## src/rtl/mem_dp_sync.sv

```systemverilog
// Simple-dual-port synchronous memory with byte-lane writes, 1- or 2-cycle read latency,
// selectable read-during-write policy and a self-starting init sequencer.
module mem_dp_sync #(
   parameter int                DATA_W     = 8,
   parameter int                ADDR_W     = 3,
   parameter int                READ_LAT   = 1,
   parameter int                RDW_MODE   = 0,
   parameter logic [DATA_W-1:0] INIT_VALUE = '0
) (
   input  logic                  clock,
   input  logic                  resetn,
   input  logic                  init_req,
   output logic                  init_busy,
   input  logic                  wr_en,
   input  logic [ADDR_W-1:0]     wr_addr,
   input  logic [DATA_W-1:0]     wr_data,
   input  logic [DATA_W/8-1:0]   wr_be,
   input  logic                  rd_en,
   input  logic [ADDR_W-1:0]     rd_addr,
   output logic [DATA_W-1:0]     rd_data,
   output logic                  rd_valid
);

   localparam int DEPTH = 2**ADDR_W;
   localparam int LANES = DATA_W/8;

   localparam logic [0:0] ST_INIT  = 1'b0;
   localparam logic [0:0] ST_READY = 1'b1;

   logic [DATA_W-1:0] mem_q [DEPTH];

   logic [0:0]        state_q, state_d;
   logic [ADDR_W-1:0] init_addr_q, init_addr_d;
   logic              wr_acc;
   logic              vld_p0;
   logic [DATA_W-1:0] rd_word_p0;
   logic              mem_we;
   logic [ADDR_W-1:0] mem_waddr;
   logic [DATA_W-1:0] mem_wdata;
   logic              vld_out;
   logic [DATA_W-1:0] data_out;
   logic              rd_valid_q, rd_valid_d;
   logic [DATA_W-1:0] rd_data_q, rd_data_d;

   function automatic logic [DATA_W-1:0] merge_lanes(input logic [DATA_W-1:0] old_w,
                                                     input logic [DATA_W-1:0] new_w,
                                                     input logic [LANES-1:0]  be);
      logic [DATA_W-1:0] res;
      res = old_w;
      for (int i = 0; i < LANES; i++) begin
         if (be[i]) res[8*i +: 8] = new_w[8*i +: 8];
      end
      return res;
   endfunction

   // The init counter parks at DEPTH-1; only init_req rewinds it.
   always_comb begin
      state_d     = state_q;
      init_addr_d = init_addr_q;
      if (state_q == ST_INIT) begin
         if (init_req) begin
            init_addr_d = '0;
         end else if (&init_addr_q) begin
            state_d = ST_READY;
         end else begin
            init_addr_d = init_addr_q + ADDR_W'(1);
         end
      end else if (init_req) begin
         state_d     = ST_INIT;
         init_addr_d = '0;
      end
   end

   // Stage p0: array access, write merge and read-during-write bypass
   always_comb begin
      wr_acc     = wr_en && (state_q == ST_READY);
      vld_p0     = rd_en && (state_q == ST_READY);
      mem_we     = (state_q == ST_INIT) || wr_acc;
      mem_waddr  = (state_q == ST_INIT) ? init_addr_q : wr_addr;
      mem_wdata  = (state_q == ST_INIT) ? INIT_VALUE
                                        : merge_lanes(mem_q[wr_addr], wr_data, wr_be);
      rd_word_p0 = mem_q[rd_addr];
      if ((RDW_MODE == 1) && wr_acc && (wr_addr == rd_addr)) rd_word_p0 = mem_wdata;
   end

   always_ff @(posedge clock) begin
      if (mem_we) mem_q[mem_waddr] <= mem_wdata;
   end

   always_ff @(posedge clock or negedge resetn) begin
      if (!resetn) begin
         state_q     <= ST_INIT;
         init_addr_q <= '0;
      end else begin
         state_q     <= state_d;
         init_addr_q <= init_addr_d;
      end
   end

   // Stage p1: optional extra register for the two-cycle read path
   if (READ_LAT == 2) begin : g_lat2
      logic              vld_p1_q;
      logic [DATA_W-1:0] rd_data_p1_q;

      always_ff @(posedge clock or negedge resetn) begin
         if (!resetn) vld_p1_q <= 1'b0;
         else         vld_p1_q <= vld_p0;
      end

      always_ff @(posedge clock) begin
         if (vld_p0) rd_data_p1_q <= rd_word_p0;
      end

      assign vld_out  = vld_p1_q;
      assign data_out = rd_data_p1_q;
   end else begin : g_lat1
      assign vld_out  = vld_p0;
      assign data_out = rd_word_p0;
   end

   // Output stage: rd_data holds between completions
   always_comb begin
      rd_valid_d = vld_out;
      rd_data_d  = vld_out ? data_out : rd_data_q;
   end

   always_ff @(posedge clock or negedge resetn) begin
      if (!resetn) begin
         rd_valid_q <= 1'b0;
         rd_data_q  <= '0;
      end else begin
         rd_valid_q <= rd_valid_d;
         rd_data_q  <= rd_data_d;
      end
   end

   assign init_busy = (state_q == ST_INIT);
   assign rd_valid  = rd_valid_q;
   assign rd_data   = rd_data_q;

endmodule

```

## config.mk

```make
export PLATFORM = sky130hd
export DESIGN_NAME = mem_dp_sync
export DESIGN_NICKNAME = d
export VERILOG_FILES = /design/src/rtl/mem_dp_sync.sv
export SDC_FILE = /design/constraint.sdc
export NUM_CORES = 1
export LEC_CHECK = 0
export ABC_AREA = 1
export BUFFER_PORTS_ARGS = -buffer_cell sky130_fd_sc_hd__buf_2
export CAP_MARGIN = 20
export CORE_MARGIN = 4
export CORE_UTILIZATION = 40
export DETAILED_ROUTE_END_ITERATION = 12
export SYNTH_ARGS = -nofsm -noshare
export SYNTH_HDL_FRONTEND = slang
export SYNTH_SLANG_ARGS = --single-unit
```

## constraint.sdc

```tcl
create_clock -name clock -period 1.8 [get_ports clock]
set_input_delay 0.27 -clock clock [delete_from_list [all_inputs] [get_ports clock]]
set_output_delay 0.27 -clock clock [all_outputs]
set_load 0.005 [all_outputs]
```

======== Word level (Yosys, flattened, before mapping) ========
Memory sizes are Yosys's and may differ from the RTL's. A register that Yosys moved wholly into a read port is not among the register bits.
Cells that the tools add are included.
W data, S select, Z words.
word-level totals
  flip-flop bits (word level) ............. 5
  memory bits (writable) .................. 64
  input port bits ......................... 20
  output and inout port bits .............. 10
  logic and storage cells ................. 27
  memories kept ........................... 1
operators by class
  $add $sub $neg .......................... 1
  equality and inequality tests ........... 2
  mux-type cells .......................... 13
  bitwise logic cells ..................... 1
  reduce and logical (&&, ||, !) cells .... 6
memories
  name   depth  width  rd ports  clocked after Yosys merged registers in  write ports  RTL line  text
  mem_q  8      8      2         1                                        1            30        logic [DATA_W-1:0] mem_q [DEPTH];
operators by type and width
  cell                   count
  $mux W8                2
  $mux W3                5
  $mux W1                6
  $ne A2 B2 Y1 const B   2
  $add A3 B1 Y3 const B  1
  $reduce_and A3 Y1      1
  $logic_and A1 B1 Y1    2
  $reduce_and A2 Y1      1
  $logic_not A1 Y1       1
  $logic_or A1 B1 Y1     1
  $not A1 Y1             1

======== Depth between registers and ports, before layout ========
Gate-level depths: netlist of the first run.
  depth after elaboration ................. 4
  gate-level depth with buffers ........... 9
  mapped depth without buffers ............ 7

======== Least setup slack after synthesis of the first run ========
No wires, ideal clock.
  path kind ............................... register -> register
  start point ............................. reg state_q
  end point ............................... mem mem_q[1][0] (enable)
  arrival time ............................ 1.186 ns
  data required time ...................... 1.430 ns
  setup slack ............................. 0.244 ns
  stages on the path, launching flop included .. 4
  buffers on the path ..................... 0
  cell sequence ........................... dfrtp_1 -> o21ai_0 -> nand2_1 -> nor2_1
on the way
  cells in the longest elaborated chain, start to end .. 4
  elaborated cells between the ends (all ways) .. 6
RTL lines
  element                                                   RTL line  text
  start, declared                                           32        logic [0:0] state_q, state_d;
  start signal, assigned                                    95        state_q <= state_d;
  $logic_and A1 B1 Y1 / $not A1 Y1 (equally long branches)  76, 78
  $logic_or A1 B1 Y1                                        78        mem_we = (state_q == ST_INIT) || wr_acc;
  $mux W1                                                   87        if (mem_we) mem_q[mem_waddr] <= mem_wdata;
  $mux W1 (not written as such)                             87
  end, declared                                             30
Parallel ways exist; a longest one is shown, timed or not.

======== Worst setup path after layout of the first run ========
  start point ............................. reg state_q
  end point ............................... mem mem_q[0][7] (enable)
Same word-level chain as after synthesis.

==> results of run 1 <==
==> registers in the layout (all words and copies together), names as in the netlist <==
register and flops:
init_addr_q 3, mem_q 64, rd_data 8, rd_valid 1
state_q 1
==> path summary, 6_finish.rpt <==
path                                         from                         end  slack, ns  cells past startpoint
min in group asynchronous                  resetn      rd_data[0]$_DFFE_PN0P_       0.35                      2
max reg2reg                     state_q$_DFF_PN0_       mem_q[0][7]$_DFFE_PP_       0.23                      4
min reg2reg                rd_data[2]$_DFFE_PN0P_      rd_data[2]$_DFFE_PN0P_       0.49                      2
min                                      init_req  init_addr_q[0]$_DFFE_PN0P_       0.14                      2
max                             state_q$_DFF_PN0_       mem_q[0][7]$_DFFE_PP_       0.23                      4
max in group asynchronous                  resetn           state_q$_DFF_PN0_       1.22                      2
==> cell type report <==
class	instances	area, um2
Inverter	40	168
Multi-Input combinational cell	327	1430
Timing Repair Buffer	57	408
Tap cell	133	166
Fill cell	973	5190
Sequential cell	77	2250
Clock buffer	11	174
Clock inverter	5	36.3
==> synthesized netlist by cell type (all sizes together) <==
library cell and instances:
inv 39, ha 2, o32ai 1, or2 1, clkinv 1, edfxtp 64, clkbuf 1, nand2 181
dfrtp 13, nor2 38, buf 23, nand3 90, o211ai 1, o21ai 13
==> stage by stage <==
step                power (mW)  hold slack, ns  area, um2
floorplan                 2.45         -0.0256       4060
global placement          2.62           0.164       4410
detailed placement        2.62           0.171       4410
CTS                       3.96           0.136       4630
global route              4.10           0.135       4630
finish                    3.94           0.138       4630
==> what timing repair did <==
action	4_1_cts	5_1_grt
endpoints found under the setup margin	0	0
buffers inserted	0	0
hold endpoints to repair	13	0
hold buffers	1	0
==> cell families after synthesis <==
| family | Yosys count |
|---|---|
| buf+inv | 64 |
| fa+ha+maj | 2 |
| simple gates | 310 |
| compound gates | 15 |
| flops | 77 |
==> report_power, final <==
part	internal, mW	switching [mW]	total [mW]	leakage, nW
registers	2.03	0.0531	2.08	0.790
logic	0.172	0.335	0.507	1.25
clock network	0.676	0.676	1.35	0.111
==> per-layer routing <==
metal  vias to the layer above  GRT usage  part of all wire
met5                         -          0                 0
met4                         0     0.0812             0.024
met3                        19     0.0444             0.079
met2                       127      0.311              0.49
met1                      1619      0.266              0.41
li1                       1610          -                 -
==> key figures, run 1 <==
Global route
  – First-pass GRT wire length: ~17 mm
  – Initial antenna violation count: 0
  – Global route overflow: 0
  – Largest net degree at the start of global routing: 33
  – Number of global-route vias before repair: about 3200
  – GRT Overall Usage: 0.198

Placed design
  – Dpl cells: between 600 and 700
  – Gpl congestion: between 0.8 and 0.9
  – I/O Buffers: 29
  – Post-place setup slack: between 0.2 and 0.25 ns
  – Detail Placement HPWL: about 8.2 mm

Drt
  – WL final: 11.3 mm
  – Vias: between 3000 and 4000
  – Drt drc: 0
  – 1st-pass router iterations: 5
  – Antenna Nets Post-Route: 0
  – Vias/cell: roughly 5.2
  – Drt wl/cell: ~17 um
  – Detailed Route Iter0 Violations: roughly 330

Setup path
  – Startpoint Class: register
  – CP Cell Sequence: o21ai_0 -> nand2_1 -> nor2_1 -> buf_4
  – Category of the most critical setup path: register to register
  – Buf/Inv on CP: 1
  – Worst-path maximum fanout: 7
  – CP max-delay cell: dfrtp_1
  – Crit-path leading delay family: flip-flops
  – Largest stage delay on the critical path: approximately 0.46 ns
  – Worst Path Required: approximately 1.9 ns
  – WP data arrival: approximately 1.6 ns
  – Worst setup EP type: register

Pwr
  – P per Cell Area: 851 mW/mm2
  – VDD IR max: 0.000382 V
  – Lkg Pwr: 2.15 nW

Timing
  – Slew margin rel.: 0.647
  – Final setup vio count: 0
  – Slew at the pin closest to its max-slew limit: 0.529 ns
  – Max Slew Vio Count: 0
  – F_max: roughly 640 MHz
  – Final hold vios: 0
  – Post-route minimum period: roughly 1.6 ns
  – Final WS setup: between 0.2 and 0.25 ns
  – Final period util: 0.875
  – Clock skew: about 0.01 ns
  – RSZ-0062 raised after global routing: no
  – Sum of negative setup slack: 0 ns

Cells and area
  – Most frequent cells in the layout: nand2_1, nand3_1, edfxtp_1
  – Layout Cells excl Fill: 650
  – Layout area overhead: 13.9%
  – Layout Utilization: 0.471
  – Share of layout cells above drive strength 1: 0.182
  – Most common cell after layout, fill and taps aside: nand2_1
  – Fin nets: about 530
  – Number of diodes: 0

Logic synthesis
  – Synth Cell Area: about 0.0041 mm2
  – Leading area contributor after synthesis: edfxtp_1
  – Simple-Gate Fraction of Synth Area: 0.324
  – Mapped Cells: around 470
  – Post-synthesis adder-cell area fraction: 0.00616
  – Synth cell types: 23
  – Mapped Nets: 490
  – Seq/Total Area, Yosys: 0.553
  – Syn Area/Cell: 8.68 um2
  – Largest family of logic cells by synthesized area: simple AND/OR/NAND/NOR gates
  – Top-area cell type share of the netlist area: 0.473
  – Mux cell area share after synthesis: 0
  – Synth Area in Compound Gates: 0.0209
  – Largest cells by area after synthesis: edfxtp_1, nand2_1, nand3_1
  – Post-Synth XOR/XNOR Area: 0
  – Synthesized flop and latch total: 77
  – Ys Warns: 0

Floorplan
  – Top Ports: 30
  – Vert. Die Dim: about 110 um
  – Core box area: approximately 0.0098 mm2
  – Row cnt: 36
  – Starting Density: 0.414
  – Full die area: roughly 0.012 mm2
  – Die Span X: approximately 110 um

Clock network
  – CTS Buf Count: 9
  – H-tree Lvls: 3
  – Bufs on Longest Clock Path: 2
  – Total clock sinks: 77
  – Clock transition at path regs: roughly 0.080 ns
  – Post_cts resized: 0
  – Clock Latency Late Sink: roughly 0.35 ns
  – CTS root buf: clkbuf_8
  – CTS tree: yes

Status
  – Status: finished, final reports clean

Min path
  – Min-Delay Path Class: input pin to register

Run
  – MaxCap Viol Count: 0
(Power assumes the default switching activity.)
==> run 2: changes to the inputs <==
--- a/config.mk
+++ b/config.mk
@@ -10,7 +10,9 @@
 export CAP_MARGIN = 20
 export CORE_MARGIN = 4
 export CORE_UTILIZATION = 40
+export CTS_CLUSTER_DIAMETER = 60
 export DETAILED_ROUTE_END_ITERATION = 12
+export PLACE_DENSITY = 0.64
 export SYNTH_ARGS = -nofsm -noshare
 export SYNTH_HDL_FRONTEND = slang
 export SYNTH_SLANG_ARGS = --single-unit
==> key figures, run 2 (synthesized netlist as in run 1, its figures left out) <==
Cells and area
  – Storage cell area: 0.00225 mm2 (unchanged)
  – Most frequent cells in the layout: nand2_1, nand3_1, edfxtp_1 (unchanged)
  – Share of layout cells above drive strength 1: 0.164 (was 0.182)
  – Top reg by flops: mem_q (unchanged)
  – Number of diodes: 0 (unchanged)
  – Final Cell Area: 0.00452 mm2 (was 0.00463 mm2)
  – Most common cell after layout, fill and taps aside: nand2_1 (unchanged)
  – Layout area overhead: 11.2% (was 13.9%)
  – Fin nets: 524 (was 534)
  – Number of flip-flops in the largest register: 64 (unchanged)
  – Layout Cells excl Fill: 640 (was 650)
  – Fill cells: 989 (was 973)
  – Area occupied by multi-input gates: 0.00143 mm2 (unchanged)

Global route
  – GRT Overall Usage: 0.199 (was 0.198)
  – Global route overflow: 0 (unchanged)
  – First-pass GRT wire length: 17.5 mm (was 17.4 mm)
  – Initial antenna violation count: 0 (unchanged)
  – Number of global-route vias before repair: 3311 (was 3166)
  – Largest net degree at the start of global routing: 34 (was 33)

Drt
  – Antenna Nets Post-Route: 0 (unchanged)
  – 1st-pass router iterations: 5 (unchanged)
  – Drt wl/cell: 17.5 um (was 17.4 um)
  – Drt drc: 0 (unchanged)
  – WL final: 11.2 mm (was 11.3 mm)
  – Detailed Route Iter0 Violations: 250 (was 326)
  – Vias: 3361 (was 3375)
  – Vias/cell: 5.25 (was 5.19)

Setup path
  – Crit-path most repeated cell: nand2_1
  – Buf/Inv on CP: 2 (was 1)
  – Worst setup EP type: register (unchanged)
  – Crit-path leading delay family: flip-flops (unchanged)
  – CP max-delay cell: dfrtp_1 (unchanged)
  – Largest stage delay on the critical path: 0.46 ns (about the same)
  – CP Cell Sequence: inv_2 -> nand2_1 -> o21ai_2 -> nand2_1 -> nor2_1 -> buf_4 (was o21ai_0 -> nand2_1 -> nor2_1 -> buf_4)
  – Worst Path Required: 1.87 ns (was 1.86 ns)
  – Category of the most critical setup path: register to register (unchanged)
  – Worst-path maximum fanout: 7 (unchanged)
  – Startpoint Class: register (unchanged)
  – WP data arrival: 1.68 ns (was 1.63 ns)

Timing
  – Slew at the pin closest to its max-slew limit: 0.353 ns (was 0.529 ns)
  – Final setup vio count: 0 (unchanged)
  – Post-route minimum period: 1.61 ns (was 1.57 ns)
  – Sum of negative setup slack: 0 ns (unchanged)
  – WHS: 0.134 ns (was 0.138 ns)
  – Clock skew: 0.00838 ns (was 0.00974 ns)
  – F_max: 622 MHz (was 635 MHz)
  – RSZ-0062 raised after global routing: no (unchanged)
  – Max Slew Vio Count: 0 (unchanged)
  – Slew margin rel.: 0.762 (was 0.647)
  – Final period util: 0.893 (was 0.875)
  – Final hold vios: 0 (unchanged)

Floorplan
  – Row cnt: 36 (unchanged)
  – Vert. Die Dim: 109 um (unchanged)
  – Die Span X: 109 um (unchanged)
  – Starting Density: 0.414 (unchanged)
  – Full die area: 0.0118 mm2 (unchanged)
  – Core box area: 0.00982 mm2 (unchanged)
  – Top Ports: 30 (unchanged)

Clock network
  – H-tree Lvls: 3 (unchanged)
  – Bufs on Longest Clock Path: 2 (unchanged)
  – CTS root buf: clkbuf_8 (unchanged)
  – Clock Latency Late Sink: 0.35 ns (about the same)
  – Post_cts resized: 0 (unchanged)
  – Clock transition at path regs: 0.08 ns (about the same)
  – CTS Buf Count: 9 (unchanged)
  – CTS tree: yes (unchanged)
  – Total clock sinks: 77 (unchanged)

Pwr
  – Power Total: 3.86 mW (was 3.94 mW)
  – VDD IR max: 0.000412 V (was 0.000382 V)
  – Lkg Pwr: 2.07 nW (was 2.15 nW)
  – P per Cell Area: 854 mW/mm2 (was 851 mW/mm2)

Placed design
  – Dpl cells: 623 (was 633)
  – I/O Buffers: 29 (unchanged)
  – Gpl congestion: 0.893 (was 0.874)
  – Detail Placement HPWL: 7.81 mm (was 8.15 mm)
  – Dpl cell area: 0.00432 mm2 (was 0.00441 mm2)

Run
  – MaxCap Viol Count: 0 (unchanged)

Min path
  – Min-Delay Path Class: input pin to register (unchanged)

Status
  – Status: finished, final reports clean (unchanged)
-- run 2: cell count changes in the layout (fill, tap and decap cells not counted), sizes merged --
| cell | delta |
|---|---|
| clkbuf | -2 |
| clkinvlp | +3 |
| bufinv | +1 |
| inv | -3 |
| buf | -10 |
| clkinv | +1 |
-- run 2: routing by layer --
layer | wire [um] | track usage | vias up
li1 | - | - | 1592
met1 | 4570 | 0.256 | 1586
met2 | 5390 | 0.323 | 157
met3 | 930 | 0.0426 | 26
met4 | 338 | 0.0875 | 0
met5 | 0 | 0 | -
-- run 2: area by class of cell --
class                           instances  area share
Sequential cell                        77       0.497
Timing Repair Buffer                   47      0.0709
Tap cell                              133      0.0368
Clock buffer                            9      0.0274
Clock inverter                          7      0.0147
Inverter                               40      0.0371
Multi-Input combinational cell        327       0.316
-- run 2: worst paths after layout --
kind	start	to	slack, ns	depth (start not counted)
worst max-delay path	state_q$_DFF_PN0_	mem_q[4][3]$_DFFE_PP_	0.19	6
min in group asynchronous	resetn	rd_data[2]$_DFFE_PN0P_	0.35	2
max in group asynchronous	resetn	init_addr_q[2]$_DFFE_PN0P_	1.22	2
worst min register to register	rd_data[4]$_DFFE_PN0P_	rd_data[4]$_DFFE_PN0P_	0.48	2
worst max register to register	state_q$_DFF_PN0_	mem_q[4][3]$_DFFE_PP_	0.19	6
worst min-delay path	init_req	init_addr_q[0]$_DFFE_PN0P_	0.13	2
-- run 2: through the flow --
step / worst slack [ns] / utilization
6_report: 0.193 / 0.460
5_1_grt: 0.0802 / 0.460
4_1_cts: 0.186 / 0.460
3_5_place_dp: 0.123 / 0.440
3_3_place_gp: 0.0791 / 0.440
2_1_floorplan: 0.244 / -
-- run 2: worst register-to-register path, delay by kind of cell (launching register included) --
kind                   cells  cell delay [ns]
flip-flops                 1             0.46
AND/OR/NAND/NOR            3             0.44
buffers and inverters      2             0.34
AO/OA/AOI/OAI              1             0.08
-- run 2: where the power goes --
| part | leakage, nW | switching (mW) | internal, mW |
|---|---|---|---|
| combinational | 1.19 | 0.336 | 0.169 |
| sequential | 0.790 | 0.0525 | 2.03 |
| clock | 0.0887 | 0.647 | 0.630 |
-- run 2: what timing repair did --
item                                   4_1_cts  5_1_grt
setup endpoints to repair                    0        0
endpoints found under the hold margin       13        0
hold buffers                                 1        0
buffers inserted                             0        0
==> run 3: changes to the inputs <==
--- a/config.mk
+++ b/config.mk
@@ -13,6 +13,7 @@
 export CTS_CLUSTER_DIAMETER = 60
 export DETAILED_ROUTE_END_ITERATION = 12
 export PLACE_DENSITY = 0.64
+export SETUP_SLACK_MARGIN = 0.2
 export SYNTH_ARGS = -nofsm -noshare
 export SYNTH_HDL_FRONTEND = slang
 export SYNTH_SLANG_ARGS = --single-unit
==> key figures, run 3 (synthesized netlist as in run 1, its figures left out) <==
Timing
  – Slew margin rel.: 0.791 (was 0.762)
  – Slew at the pin closest to its max-slew limit: 0.313 ns (was 0.353 ns)
  – Sum of negative setup slack: 0 ns (unchanged)
  – Final hold vios: 0 (unchanged)
  – Max Slew Vio Count: 0 (unchanged)
  – Final WS setup: 0.275 ns (was 0.193 ns)
  – RSZ-0062 raised after global routing: no (unchanged)
  – Post-route minimum period: 1.53 ns (was 1.61 ns)
  – Final setup vio count: 0 (unchanged)
  – WHS: 0.136 ns (was 0.134 ns)
  – Final period util: 0.847 (was 0.893)
  – F_max: 656 MHz (was 622 MHz)
  – Clock skew: 0.00865 ns (was 0.00838 ns)

Cells and area
  – Top reg by flops: mem_q (unchanged)
  – Layout Cells excl Fill: 641 (was 640)
  – Layout area overhead: 11.5% (was 11.2%)
  – Number of diodes: 0 (unchanged)
  – Most common cell after layout, fill and taps aside: nand2_1 (unchanged)
  – Final Cell Area: 0.00453 mm2 (was 0.00452 mm2)
  – Share of layout cells above drive strength 1: 0.169 (was 0.164)
  – Fill cells: 984 (was 989)
  – Most frequent cells in the layout: nand2_1, nand3_1, edfxtp_1 (unchanged)
  – Fin nets: 525 (was 524)
  – Number of flip-flops in the largest register: 64 (unchanged)

Setup path
  – CP Cell Sequence: inv_2 -> nand2_1 -> o21ai_2 -> nand2_1 -> nor2_1 -> buf_4 (unchanged)
  – Crit-path leading delay family: flip-flops (unchanged)
  – Buf/Inv on CP: 2 (unchanged)
  – WP data arrival: 1.57 ns (was 1.68 ns)
  – Largest stage delay on the critical path: 0.46 ns (about the same)
  – CP max-delay cell: dfrtp_2 (was dfrtp_1)
  – Worst setup EP type: register (unchanged)
  – Worst-path maximum fanout: 8 (was 7)
  – Startpoint Class: register (unchanged)
  – Crit-path most repeated cell: nand2_1 (unchanged)
  – Worst Path Required: 1.85 ns (was 1.87 ns)
  – Category of the most critical setup path: register to register (unchanged)

Clock network
  – CTS root buf: clkbuf_8 (unchanged)
  – CTS Buf Count: 9 (unchanged)
  – Clock transition at path regs: 0.08 ns (about the same)
  – Total clock sinks: 77 (unchanged)
  – H-tree Lvls: 3 (unchanged)
  – Clock Latency Late Sink: 0.35 ns (about the same)
  – CTS tree: yes (unchanged)
  – Bufs on Longest Clock Path: 2 (unchanged)

Min path
  – Min-Delay Path Class: input pin to register (unchanged)

Global route
  – Number of global-route vias before repair: 3311 (unchanged)
  – GRT Overall Usage: 0.199 (unchanged)
  – First-pass GRT wire length: 17.5 mm (unchanged)
  – Largest net degree at the start of global routing: 34 (unchanged)
  – Initial antenna violation count: 0 (unchanged)
  – Global route overflow: 0 (unchanged)

Pwr
  – Lkg Pwr: 2.07 nW (about the same)
  – P per Cell Area: 853 mW/mm2 (was 854 mW/mm2)
  – VDD IR max: 0.000415 V (was 0.000412 V)

Floorplan
  – Die Span X: 109 um (unchanged)
  – Starting Density: 0.414 (unchanged)
  – Top Ports: 30 (unchanged)
  – Row cnt: 36 (unchanged)
  – Core box area: 0.00982 mm2 (unchanged)
  – Full die area: 0.0118 mm2 (unchanged)
  – Vert. Die Dim: 109 um (unchanged)

Drt
  – Drt drc: 0 (unchanged)
  – Vias: 3315 (was 3361)
  – WL final: 11.2 mm (unchanged)
  – Vias/cell: 5.17 (was 5.25)
  – Antenna Nets Post-Route: 0 (unchanged)
  – 1st-pass router iterations: 5 (unchanged)
  – Drt wl/cell: 17.5 um (about the same)
  – Detailed Route Iter0 Violations: 250 (unchanged)

Placed design
  – I/O Buffers: 29 (unchanged)
  – Dpl cells: 623 (unchanged)
  – Post-place setup slack: 0.123 ns (unchanged)
  – Dpl cell area: 0.00432 mm2 (unchanged)
  – Gpl congestion: 0.893 (unchanged)
  – Detail Placement HPWL: 7.81 mm (unchanged)

Status
  – Status: finished, final reports clean (unchanged)

Run
  – MaxCap Viol Count: 0 (unchanged)
==> run 3: cell count changes in the layout (fill, tap and decap cells not counted), sizes merged <==
cell,delta
buf,+1
==> run 3: worst reg2reg max path: stages (launching register included) <==
cell and delay (ns):
dfrtp_2 0.46, inv_2 0.13, nand2_1 0.11, o21ai_2 0.08
nand2_1 0.12, nor2_1 0.12, buf_4 0.21
==> run 3: area by class of cell <==
| cell class | count | area, um2 | area share |
|---|---|---|---|
| clock buffer | 9 | 124 | 0.0273 |
| timing repair buffer | 48 | 328 | 0.0724 |
| sequential | 77 | 2250 | 0.496 |
| inverter | 40 | 168 | 0.0370 |
| multi-input combinational | 327 | 1430 | 0.315 |
| clock inverter | 7 | 66.3 | 0.0146 |
| tap | 133 | 166 | 0.0367 |
==> run 3: what timing repair did <==
action                                  in CTS  in global routing
pin swaps                                    0                  1
gates resized for setup                      1                  2
hold endpoints to repair                    13                  0
endpoints found under the setup margin       4                 64
setup buffers                                0                  1
hold buffers                                 1                  0
==> run 3: power breakdown <==
group / switching (mW) / internal (mW) / leakage, nW
clock network: 0.647 / 0.630 / 0.0887
logic: 0.336 / 0.170 / 1.19
registers: 0.0526 / 2.03 / 0.789
total: 1.04 / 2.83 / 2.07
==> run 3: layer usage <==
layer / wire length (um) / global-route usage
met2: 5410 / 0.323
met5: 0 / 0
met1: 4550 / 0.256
met4: 363 / 0.0875
met3: 899 / 0.0426
==> run 3: worst paths after layout <==
| check | depth (start not counted) | end | from | slack, ns |
|---|---|---|---|---|
| hold / removal | 2 | init_addr_q[0]$_DFFE_PN0P_ | init_req | 0.14 |
| min in group asynchronous | 2 | rd_data[2]$_DFFE_PN0P_ | resetn | 0.35 |
| max in group asynchronous | 2 | state_q$_DFF_PN0_ | resetn | 1.19 |
| setup reg to reg | 6 | mem_q[6][4]$_DFFE_PP_ | state_q$_DFF_PN0_ | 0.27 |
| hold reg to reg | 2 | rd_data[2]$_DFFE_PN0P_ | rd_data[2]$_DFFE_PN0P_ | 0.49 |
| setup / recovery | 6 | mem_q[6][4]$_DFFE_PP_ | state_q$_DFF_PN0_ | 0.27 |
==> run 3: through the flow <==
step / utilization / power (mW)
finish: 0.461 / 3.86
global route: 0.461 / 4.01
detailed placement: 0.440 / 2.61
CTS: 0.460 / 3.87
global placement: 0.440 / 2.61
floorplan: - / 2.45
